==> config.mk <==
export PLATFORM = sky130hd
export DESIGN_NAME = rgals_reset_sequencer
export DESIGN_NICKNAME = d
export VERILOG_FILES = /design/src/rtl/rgals_seq_pkg.sv /design/src/rtl/rgals_seq_chan_tracker.sv /design/src/rtl/rgals_reset_sequencer.sv
export SDC_FILE = /design/constraint.sdc
export NUM_CORES = 1
export LEC_CHECK = 0
export ABC_AREA = 1
export BUFFER_PORTS_ARGS = -buffer_cell sky130_fd_sc_hd__buf_2
export CAP_MARGIN = 20
export CORE_ASPECT_RATIO = 1.1
export CORE_UTILIZATION = 52
export DETAILED_ROUTE_END_ITERATION = 10
export PLACE_DENSITY_LB_ADDON = 0.15
export SYNTH_ARGS = -nofsm -noshare
export SYNTH_HDL_FRONTEND = slang
export SYNTH_SLANG_ARGS = --single-unit
==> constraint.sdc <==
create_clock -name clk -period 1.5 [get_ports clk]
set_input_delay 0.075 -clock clk [delete_from_list [all_inputs] [get_ports clk]]
set_output_delay 0.075 -clock clk [all_outputs]
set_load 0.1 [all_outputs]
==> src/rtl/rgals_seq_pkg.sv <==
// Shared types and defaults for the rGALS reset sequencer and its channel trackers.
// The optional RGALS_SEQ_LATENCY_EN build adds per-channel latency capture.
package rgals_seq_pkg;

    typedef enum logic [2:0] {
        CLK_RST,
        SETTLE,
        DUT_RST,
        RUN,
        DONE,
        TIMEOUT
    } seq_state_e;

    localparam int DEF_NUM_CHANNELS   = 1;
    localparam int DEF_CLK_RST_CYCLES = 8;
    localparam int DEF_SETTLE_CYCLES  = 3;
    localparam int DEF_DUT_RST_CYCLES = 28;
    localparam int DEF_TIMEOUT_CYCLES = 250;
    localparam int DEF_CNT_W          = 16;

    // True when a cnt_w-bit counter can represent every cycle count up to max_cycles.
    function automatic bit cnt_w_fits(input int cnt_w, input int max_cycles);
        if (cnt_w >= 31)
            return 1'b1;
        return (64'(1) << cnt_w) > 64'(max_cycles);
    endfunction

    function automatic int max4(input int a, input int b, input int c, input int d);
        int m;
        m = a;
        if (b > m) m = b;
        if (c > m) m = c;
        if (d > m) m = d;
        return m;
    endfunction

endpackage

==> src/rtl/rgals_seq_chan_tracker.sv <==
// One src/sink channel: sticky completion bit, plus the run-cycle stamp of
// first completion when RGALS_SEQ_LATENCY_EN is defined.
module rgals_seq_chan_tracker #(
    parameter int CNT_W = 16
) (
    input  logic             clk,
    input  logic             reset,
    input  logic             clear,
    input  logic             sample,
    input  logic             src_done,
    input  logic             sink_done,
`ifdef RGALS_SEQ_LATENCY_EN
    input  logic [CNT_W-1:0] run_cycles,
    output logic [CNT_W-1:0] latency,
`endif
    output logic             done_next,
    output logic             chan_done
);

    logic hit;

    assign hit       = sample & src_done & sink_done;
    assign done_next = chan_done | hit;

    always_ff @(posedge clk) begin
        if (reset || clear)
            chan_done <= 1'b0;
        else
            chan_done <= done_next;
    end

`ifdef RGALS_SEQ_LATENCY_EN
    // Stamp only the first completion; later hits leave the capture alone.
    always_ff @(posedge clk) begin
        if (reset || clear)
            latency <= '0;
        else if (hit && !chan_done)
            latency <= run_cycles;
    end
`endif

endmodule

==> src/rtl/rgals_reset_sequencer.sv <==
// Cycle-exact clk_reset / dut_reset sequencing followed by a done-wait with timeout.
// Define RGALS_SEQ_LATENCY_EN to add the chan_latency capture port.
module rgals_reset_sequencer
    import rgals_seq_pkg::*;
#(
    parameter int NUM_CHANNELS   = DEF_NUM_CHANNELS,
    parameter int CLK_RST_CYCLES = DEF_CLK_RST_CYCLES,
    parameter int SETTLE_CYCLES  = DEF_SETTLE_CYCLES,
    parameter int DUT_RST_CYCLES = DEF_DUT_RST_CYCLES,
    parameter int TIMEOUT_CYCLES = DEF_TIMEOUT_CYCLES,
    parameter int CNT_W          = DEF_CNT_W
) (
    input  logic                          clk,
    input  logic                          reset,
    input  logic                          restart,
    input  logic [NUM_CHANNELS-1:0]       src_done,
    input  logic [NUM_CHANNELS-1:0]       sink_done,
    output logic                          clk_reset,
    output logic                          dut_reset,
    output logic                          running,
    output logic                          finished,
    output logic                          timed_out,
    output logic [NUM_CHANNELS-1:0]       chan_done,
`ifdef RGALS_SEQ_LATENCY_EN
    output logic [NUM_CHANNELS*CNT_W-1:0] chan_latency,
`endif
    output logic [CNT_W-1:0]              run_cycles
);

    localparam logic [CNT_W-1:0] CLK_RST_LAST = CNT_W'(CLK_RST_CYCLES - 1);
    localparam logic [CNT_W-1:0] SETTLE_LAST  = CNT_W'(SETTLE_CYCLES - 1);
    localparam logic [CNT_W-1:0] DUT_RST_LAST = CNT_W'(DUT_RST_CYCLES - 1);
    localparam logic [CNT_W-1:0] TIMEOUT_LAST = CNT_W'(TIMEOUT_CYCLES - 1);

    if (!cnt_w_fits(CNT_W, max4(CLK_RST_CYCLES, SETTLE_CYCLES, DUT_RST_CYCLES, TIMEOUT_CYCLES))) begin : g_cnt_w_check
        $error("CNT_W too narrow for the configured cycle counts");
    end

    seq_state_e              state, state_nx;
    logic [CNT_W-1:0]        phase_cnt, phase_cnt_nx;
    logic [CNT_W-1:0]        run_cycles_nx;
    logic                    clk_reset_nx, dut_reset_nx;
    logic                    running_nx, finished_nx, timed_out_nx;
    logic                    in_run, restart_ok;
    logic [NUM_CHANNELS-1:0] done_next;

    assign in_run     = (state == RUN);
    assign restart_ok = restart && ((state == DONE) || (state == TIMEOUT));

    for (genvar i = 0; i < NUM_CHANNELS; i++) begin : g_chan
        rgals_seq_chan_tracker #(
            .CNT_W (CNT_W)
        ) u_tracker (
            .clk        (clk),
            .reset      (reset),
            .clear      (restart_ok),
            .sample     (in_run),
            .src_done   (src_done[i]),
            .sink_done  (sink_done[i]),
`ifdef RGALS_SEQ_LATENCY_EN
            .run_cycles (run_cycles),
            .latency    (chan_latency[i*CNT_W +: CNT_W]),
`endif
            .done_next  (done_next[i]),
            .chan_done  (chan_done[i])
        );
    end

    always_comb begin
        state_nx      = state;
        phase_cnt_nx  = phase_cnt + 1'b1;
        run_cycles_nx = run_cycles;
        case (state)
            CLK_RST: if (phase_cnt == CLK_RST_LAST) state_nx = SETTLE;
            SETTLE:  if (phase_cnt == SETTLE_LAST)  state_nx = DUT_RST;
            DUT_RST: if (phase_cnt == DUT_RST_LAST) state_nx = RUN;
            RUN: begin
                phase_cnt_nx = phase_cnt;
                if (run_cycles != '1)
                    run_cycles_nx = run_cycles + 1'b1;
                // Completion takes priority over a timeout landing on the same cycle.
                if (&done_next)
                    state_nx = DONE;
                else if (run_cycles == TIMEOUT_LAST)
                    state_nx = TIMEOUT;
            end
            DONE, TIMEOUT: begin
                phase_cnt_nx = phase_cnt;
                if (restart) begin
                    state_nx      = CLK_RST;
                    run_cycles_nx = '0;
                end
            end
            default: state_nx = CLK_RST;
        endcase

        if (state_nx != state)
            phase_cnt_nx = '0;

        clk_reset_nx = (state_nx == CLK_RST);
        dut_reset_nx = (state_nx == CLK_RST) || (state_nx == SETTLE) || (state_nx == DUT_RST);
        running_nx   = (state_nx == RUN);
        finished_nx  = (state_nx == DONE);
        timed_out_nx = (state_nx == TIMEOUT);
    end

    // Outputs are decoded from the next state so they line up with state entry.
    always_ff @(posedge clk) begin
        if (reset) begin
            state      <= CLK_RST;
            phase_cnt  <= '0;
            run_cycles <= '0;
            clk_reset  <= 1'b1;
            dut_reset  <= 1'b1;
            running    <= 1'b0;
            finished   <= 1'b0;
            timed_out  <= 1'b0;
        end else begin
            state      <= state_nx;
            phase_cnt  <= phase_cnt_nx;
            run_cycles <= run_cycles_nx;
            clk_reset  <= clk_reset_nx;
            dut_reset  <= dut_reset_nx;
            running    <= running_nx;
            finished   <= finished_nx;
            timed_out  <= timed_out_nx;
        end
    end

endmodule

Word level (Yosys, flattened, before mapping)
Index checks and enable logic that the tools add are counted.
{ "word_totals": {"reg_bits": 41, "elab_cells": 54} }
{ "classes": {"n_reduce_logical": 12, "addsub": 2, "bitwise": 3, "eq_ne": 18, "muxes": 10} }
{ "op_table": {"columns": ["op", "n"], "rows": [
  ["$add 16x1->16 const B", 2],
  ["$mux 16", 2],
  ["$pmux 16 s2", 1],
  ["$mux 3", 6],
  ["$eq 16x2->1 const B", 1],
  ["$eq 16x3->1 const B", 1],
  ["$eq 16x5->1 const B", 1],
  ["$eq 16x8->1 const B", 1],
  ["$ne 16x16->1 const B", 1],
  ["$pmux 3 s5", 1],
  ["$eq 3x2->1 const B", 4],
  ["$eq 3x3->1 const B", 4],
  ["$eq 3x1->1 const B", 2],
  ["$logic_not 3->1", 2],
  ["$logic_or 1x1->1", 4],
  ["$ne 2x2->1 const B", 2],
  ["$reduce_or 2->1", 2],
  ["$ne 3x3->1", 1],
  ["$reduce_and 3->1", 1],
  ["$reduce_or 3->1", 1],
  ["$and 1x1->1", 2],
  ["$reduce_bool 2->1", 1],
  ["$logic_and 1x1->1", 1],
  ["$or 1x1->1", 1]
]} }

Logic depth before layout (Yosys ltp)
{ "logic_depth": {"ltp_word": 9, "depth_mapped": 12} }

By module
A second synthesis with hierarchy kept.
{ "hier_totals": {"cells_unflattened": 395, "area_unflattened_um2": 2562.5} }
{ "by_module_without_submodules": {"columns": ["mod", "cells_per_inst", "instances", "area_each_um2"], "rows": [
  ["rgals_reset_sequencer", 389, 1, 2514.9],
  ["rgals_seq_chan_tracker", 6, 1, 47.5]
]} }

Worst setup path after synthesis
No wires, ideal clock.
{ "synth_path": {"path_type": "flip-flop to flip-flop", "start": "register run_cycles[0]", "end": "register run_cycles[2]", "path_stages_with_launch": 13, "setup_ns": 0.071, "t_arrival_ns": 2.372, "setup_slack_ns": -0.943, "path_buffers": 1, "synth_period_minus_slack_ns": 2.443, "cell_sequence": "dfxtp_1 -> ha_1 -> nand3_2 -> inv_2 -> nand2_1 -> nor2_1 -> nand3_1 -> nand2_1 -> nand2_2 -> inv_2 -> buf_6 -> nand2_1 -> a21oi_1"} }
{ "synth_between": {"elab_chain_cells": 3} }
{ "synth_rtl": {"columns": ["item", "line_no", "text"], "rows": [
  ["start: declaration", "rgals_reset_sequencer.sv:27", "output logic [CNT_W-1:0] run_cycles"],
  ["start signal: assignment", "rgals_reset_sequencer.sv:121", "run_cycles <= run_cycles_nx;"],
  ["$add 16x1->16 / $ne 16x16->1 (equally long branches)", "rgals_reset_sequencer.sv:80, rgals_reset_sequencer.sv:79", null],
  ["$mux 16 / $ne 2x2->1 (equally long branches)", null, null],
  ["$pmux 16 s2 / $reduce_and 3->1 (equally long branches)", null, null]
]} }
Several ways; a longest one is shown, not always the timed one. The select of a mux whose other input is x is not followed.
A chain may end at the register's enable or synchronous reset.

Worst setup path after layout
{ "layout_path": {"start": "register run_cycles[0]", "end": "register run_cycles[10]"} }
Same word-level chain as after synthesis.

==> results <==
- The flow ran to the end, but the final reports show violations.
- The final reports fail on setup timing.
- The slew at the pin with the worst max-slew slack is 497.1 ps.
- Dividing total power by cell area gives a power density of 627.0 nW/um^2.
- The number of antenna violations at the first check in global routing is 0.
- After layout, the worst path uses 106.1% of the clock period.
- The post-route setup TNS is -1742 ps.
- In the layout the commonest cells are sky130_fd_sc_hd__nand2_1 (80), sky130_fd_sc_hd__nor2_1 (62), sky130_fd_sc_hd__buf_4 (37).
- Clock-pin slew was measured on the worst setup and hold paths at 80 ps.
- Pin placement for this block handled 27 I/O pins.
- The congestion estimate from routability-driven global placement came to 0.9123.
- The mapped cell area is 2333 sq um.
- Summing the areas of all xor and xnor instances in the mapped netlist gives 7.507% of the synthesized area.
- The wire length reported by the detailed router is 6.573 mm.
- Setup violations remaining at the end of the flow were counted as 32.
- The number of violations reported at the end of detailed-routing iteration 0 is 176.
- In the final design database the tool counted 440 nets.
- The count of port buffers added during placement is 26.
- The worst path arrival time is 1780 ps.
- Summing over every cut layer, the via total after detailed routing is 2489.
- The pre-antenna-repair detailed-routing pass consisted of 4 iterations.
- In this run the deepest clock path goes through 2 buffers.
- After global routing the overflow that remains totals 0.
- The total of warnings raised by yosys is 0.
- Global routing used 26.30% of the available tracks across all layers.
- The max-cap check violation count is 0.
- The final worst setup slack is -91.53 ps.
- Clock tree synthesis inserted a total of 5 buffers.
- For the worst setup path, the data required time is 1690 ps.
- Dividing the detail-routed wire length by the instance count gives 13.52 microns.
- The share of final-layout standard cells stronger than drive strength 1 is 41.20%.
- The tightest slew margin relative to the limit is 67.09%.
- Summed over all nets, the half-perimeter wirelength after detailed placement is 4.264 mm.
- The number of clock sinks is 41.
- The cell area after placement is 2867 sq um.
- The maximum clock rate is 628.3 MHz.
- After Yosys synthesis, and, or, nand and nor cells account for 41.98% of the synthesized area.
- Entering global routing, the biggest net connects 17 pins.
- The filler cells instantiated in the layout total 323.
- The worst supply voltage drop on vdd is 497.9 uV.
- The setup slack at placement is -90.47 ps.
- The number of max-slew violations in the final report is 0.
- The antenna cell count is 0.
- The critical path start-end classification is flop to flop.
- STA classifies the critical path endpoint as a flop.
- The static leakage power is 1.437 nW.
- For the worst-skew pair, the clock arrives at the later sink with an insertion delay of 290 ps.
- The finished layout holds 486 standard cells, fillers aside.
- The residual DRC count is 0.
- The most common cell after layout, fill and taps aside is sky130_fd_sc_hd__nand2_1.
- The mean instance size in the synthesized netlist is 6.518 sq um.
- TritonCTS built the clock tree.
- Final hold analysis gives a worst-case slack of 59.38 ps.
- The largest registers in the layout are phase_cnt: 16 flops, run_cycles: 16 flops, state: 3 flops.
- The final standard cell area without fillers is 3329 sq um.
- The cell count after placement is 470.
- STA classifies the critical path startpoint as a flop.
- The post-detailed-route count of antenna-violating nets is 0.
- The number of failing hold endpoints at the final stage is 0.
- The synthesized netlist net count is 367.
- Cells fill 77.13% of the core in the end.
- The ratio of routed vias to standard cells is 5.121.
- The overall power of the completed layout is 2.087 mW.
- In this run the standard cell core region covers 4317 sq um.
- Once the floorplan was initialized, standard cells occupied 54.06% of the core.
- The first global-routing pass estimated 9.653 mm of wire.
- The layout overhead on the synthesized area is 42.68%.
- The worst path in the final design needs a cycle of 1592 ps, including I/O delays and setup.
- The cell chosen for the clock root is sky130_fd_sc_hd__clkbuf_8.
- For the final database, setup skew stands at 9.864 ps.
- Setup repair after global routing could not meet its margin everywhere.
- Sequential elements use 35.17% of the synthesized area.
- The number of H-tree levels is 2.
- The min-delay analysis places its worst path in the category primary input to flop.
- The die extent in x is 65.87 microns.
- Synthesis handed over a netlist of 358 instances.
- In this run the worst path has a maximum fanout of 7.
- Hold repair after CTS inserted 0 buffers.
- Of the total synthesized cell area, the portion taken by full adders, half adders and majority gates is 2.145%.
- The via count of the first global-routing pass is 2277.
- After synthesis, the largest family of logic cells by area is simple AND/OR/NAND/NOR gates.
- Synthesis inferred 41 register bits.
- The count of different cell masters after synthesis is 25.
- The die covers 4760 sq um.
- The number of rows created at floorplan is 25.
- The vertical extent of the die is 72.26 microns.
- The portion of synthesized area spent on multiplexers is 0%.
- The synthesized netlist devotes 4.987% of its cell area to compound gates.
[metal layers]
metal	global-route usage, %	routed length [microns]	vias up
met1	28.06	2630	1144
li1	-	-	1255
met2	49.77	3519	75
met4	12.32	178	0
met5	0	0	-
met3	3.616	245	15
[area by class of cell]
| cell class | count | area [sq um] | area share (%) |
|---|---|---|---|
| tap | 54 | 67.56 | 2.029 |
| timing repair buffer | 70 | 521.8 | 15.67 |
| sequential | 41 | 875.8 | 26.31 |
| inverter | 42 | 167.7 | 5.036 |
| clock buffer | 8 | 111.4 | 3.345 |
| multi-input combinational | 271 | 1585 | 47.61 |
[synthesized netlist by cell type]
cell                       count  area, sq um
sky130_fd_sc_hd__nand2_1     100        375.4
sky130_fd_sc_hd__nor2_1       75        281.5
sky130_fd_sc_hd__dfxtp_1      41        820.8
sky130_fd_sc_hd__inv_1        39        146.4
sky130_fd_sc_hd__nand3_1      19        95.09
sky130_fd_sc_hd__xor2_1       14        122.6
sky130_fd_sc_hd__a21oi_1      12        60.06
sky130_fd_sc_hd__nor2_2       11        68.82
sky130_fd_sc_hd__xnor2_1       6        52.55
sky130_fd_sc_hd__nand4_1       5        31.28
sky130_fd_sc_hd__nor3_1        5        25.02
sky130_fd_sc_hd__o21ai_0       5        25.02
sky130_fd_sc_hd__ha_1          4        50.05
sky130_fd_sc_hd__nand3_2       4        40.04
sky130_fd_sc_hd__nor2_4        4        45.04
sky130_fd_sc_hd__a31oi_1       3        18.77
sky130_fd_sc_hd__buf_6         2        22.52
sky130_fd_sc_hd__inv_2         2        7.510
sky130_fd_sc_hd__buf_2         1        5.000
sky130_fd_sc_hd__clkbuf_1      1        3.750
sky130_fd_sc_hd__inv_4         1        6.260
sky130_fd_sc_hd__nand2_2       1        6.260
sky130_fd_sc_hd__nand2_4       1        11.26
sky130_fd_sc_hd__o211ai_1      1        7.510
sky130_fd_sc_hd__o21ai_1       1        5.000
[where the power goes]
part,internal [mW],leakage [nW],switching [mW]
Combinational,0.0571,1.04,0.0800
Sequential,1.08,0.345,0.00763
Clock,0.476,0.0566,0.390
[final timing paths]
kind	from	end	slack [ps]	cells after the start
max reg2reg	run_cycles[0]	run_cycles[10]	-90	13
min reg2reg	g_chan[0].u_tracker.chan_done	g_chan[0].u_tracker.chan_done	510	2
max	run_cycles[0]	run_cycles[10]	-90	13
min	src_done	g_chan[0].u_tracker.chan_done	60	3
[cell families after synthesis]
kind of cell             count (synthesis)
flip-flops                              41
adder cells (fa/ha/maj)                  4
AO/OA/AOI/OAI                           22
XOR/XNOR                                20
AND/OR/NAND/NOR                        225
buffers and inverters                   46
[critical path, stage by stage, from the launching register on]
cell and delay (ps):
sky130_fd_sc_hd__dfxtp_4 380, sky130_fd_sc_hd__ha_4 150, sky130_fd_sc_hd__nand3_4 80, sky130_fd_sc_hd__inv_2 70, sky130_fd_sc_hd__nand2_2 60, sky130_fd_sc_hd__nor2_4 100, sky130_fd_sc_hd__nand3_2 90, sky130_fd_sc_hd__nand2_2 100
sky130_fd_sc_hd__nand2_4 90, sky130_fd_sc_hd__buf_8 160, sky130_fd_sc_hd__nand2_2 60, sky130_fd_sc_hd__nand2_1 50, sky130_fd_sc_hd__nand2_1 50, sky130_fd_sc_hd__nor2_1 40
[what timing repair did]
item	in CTS	in global routing
hold endpoints to repair	0	0
endpoints found under the setup margin	32	36
cloned	0	1
buffers inserted	3	4
resized for setup	13	74
pin swaps	5	16
Note: power is estimated with default switching activity, not from simulation.
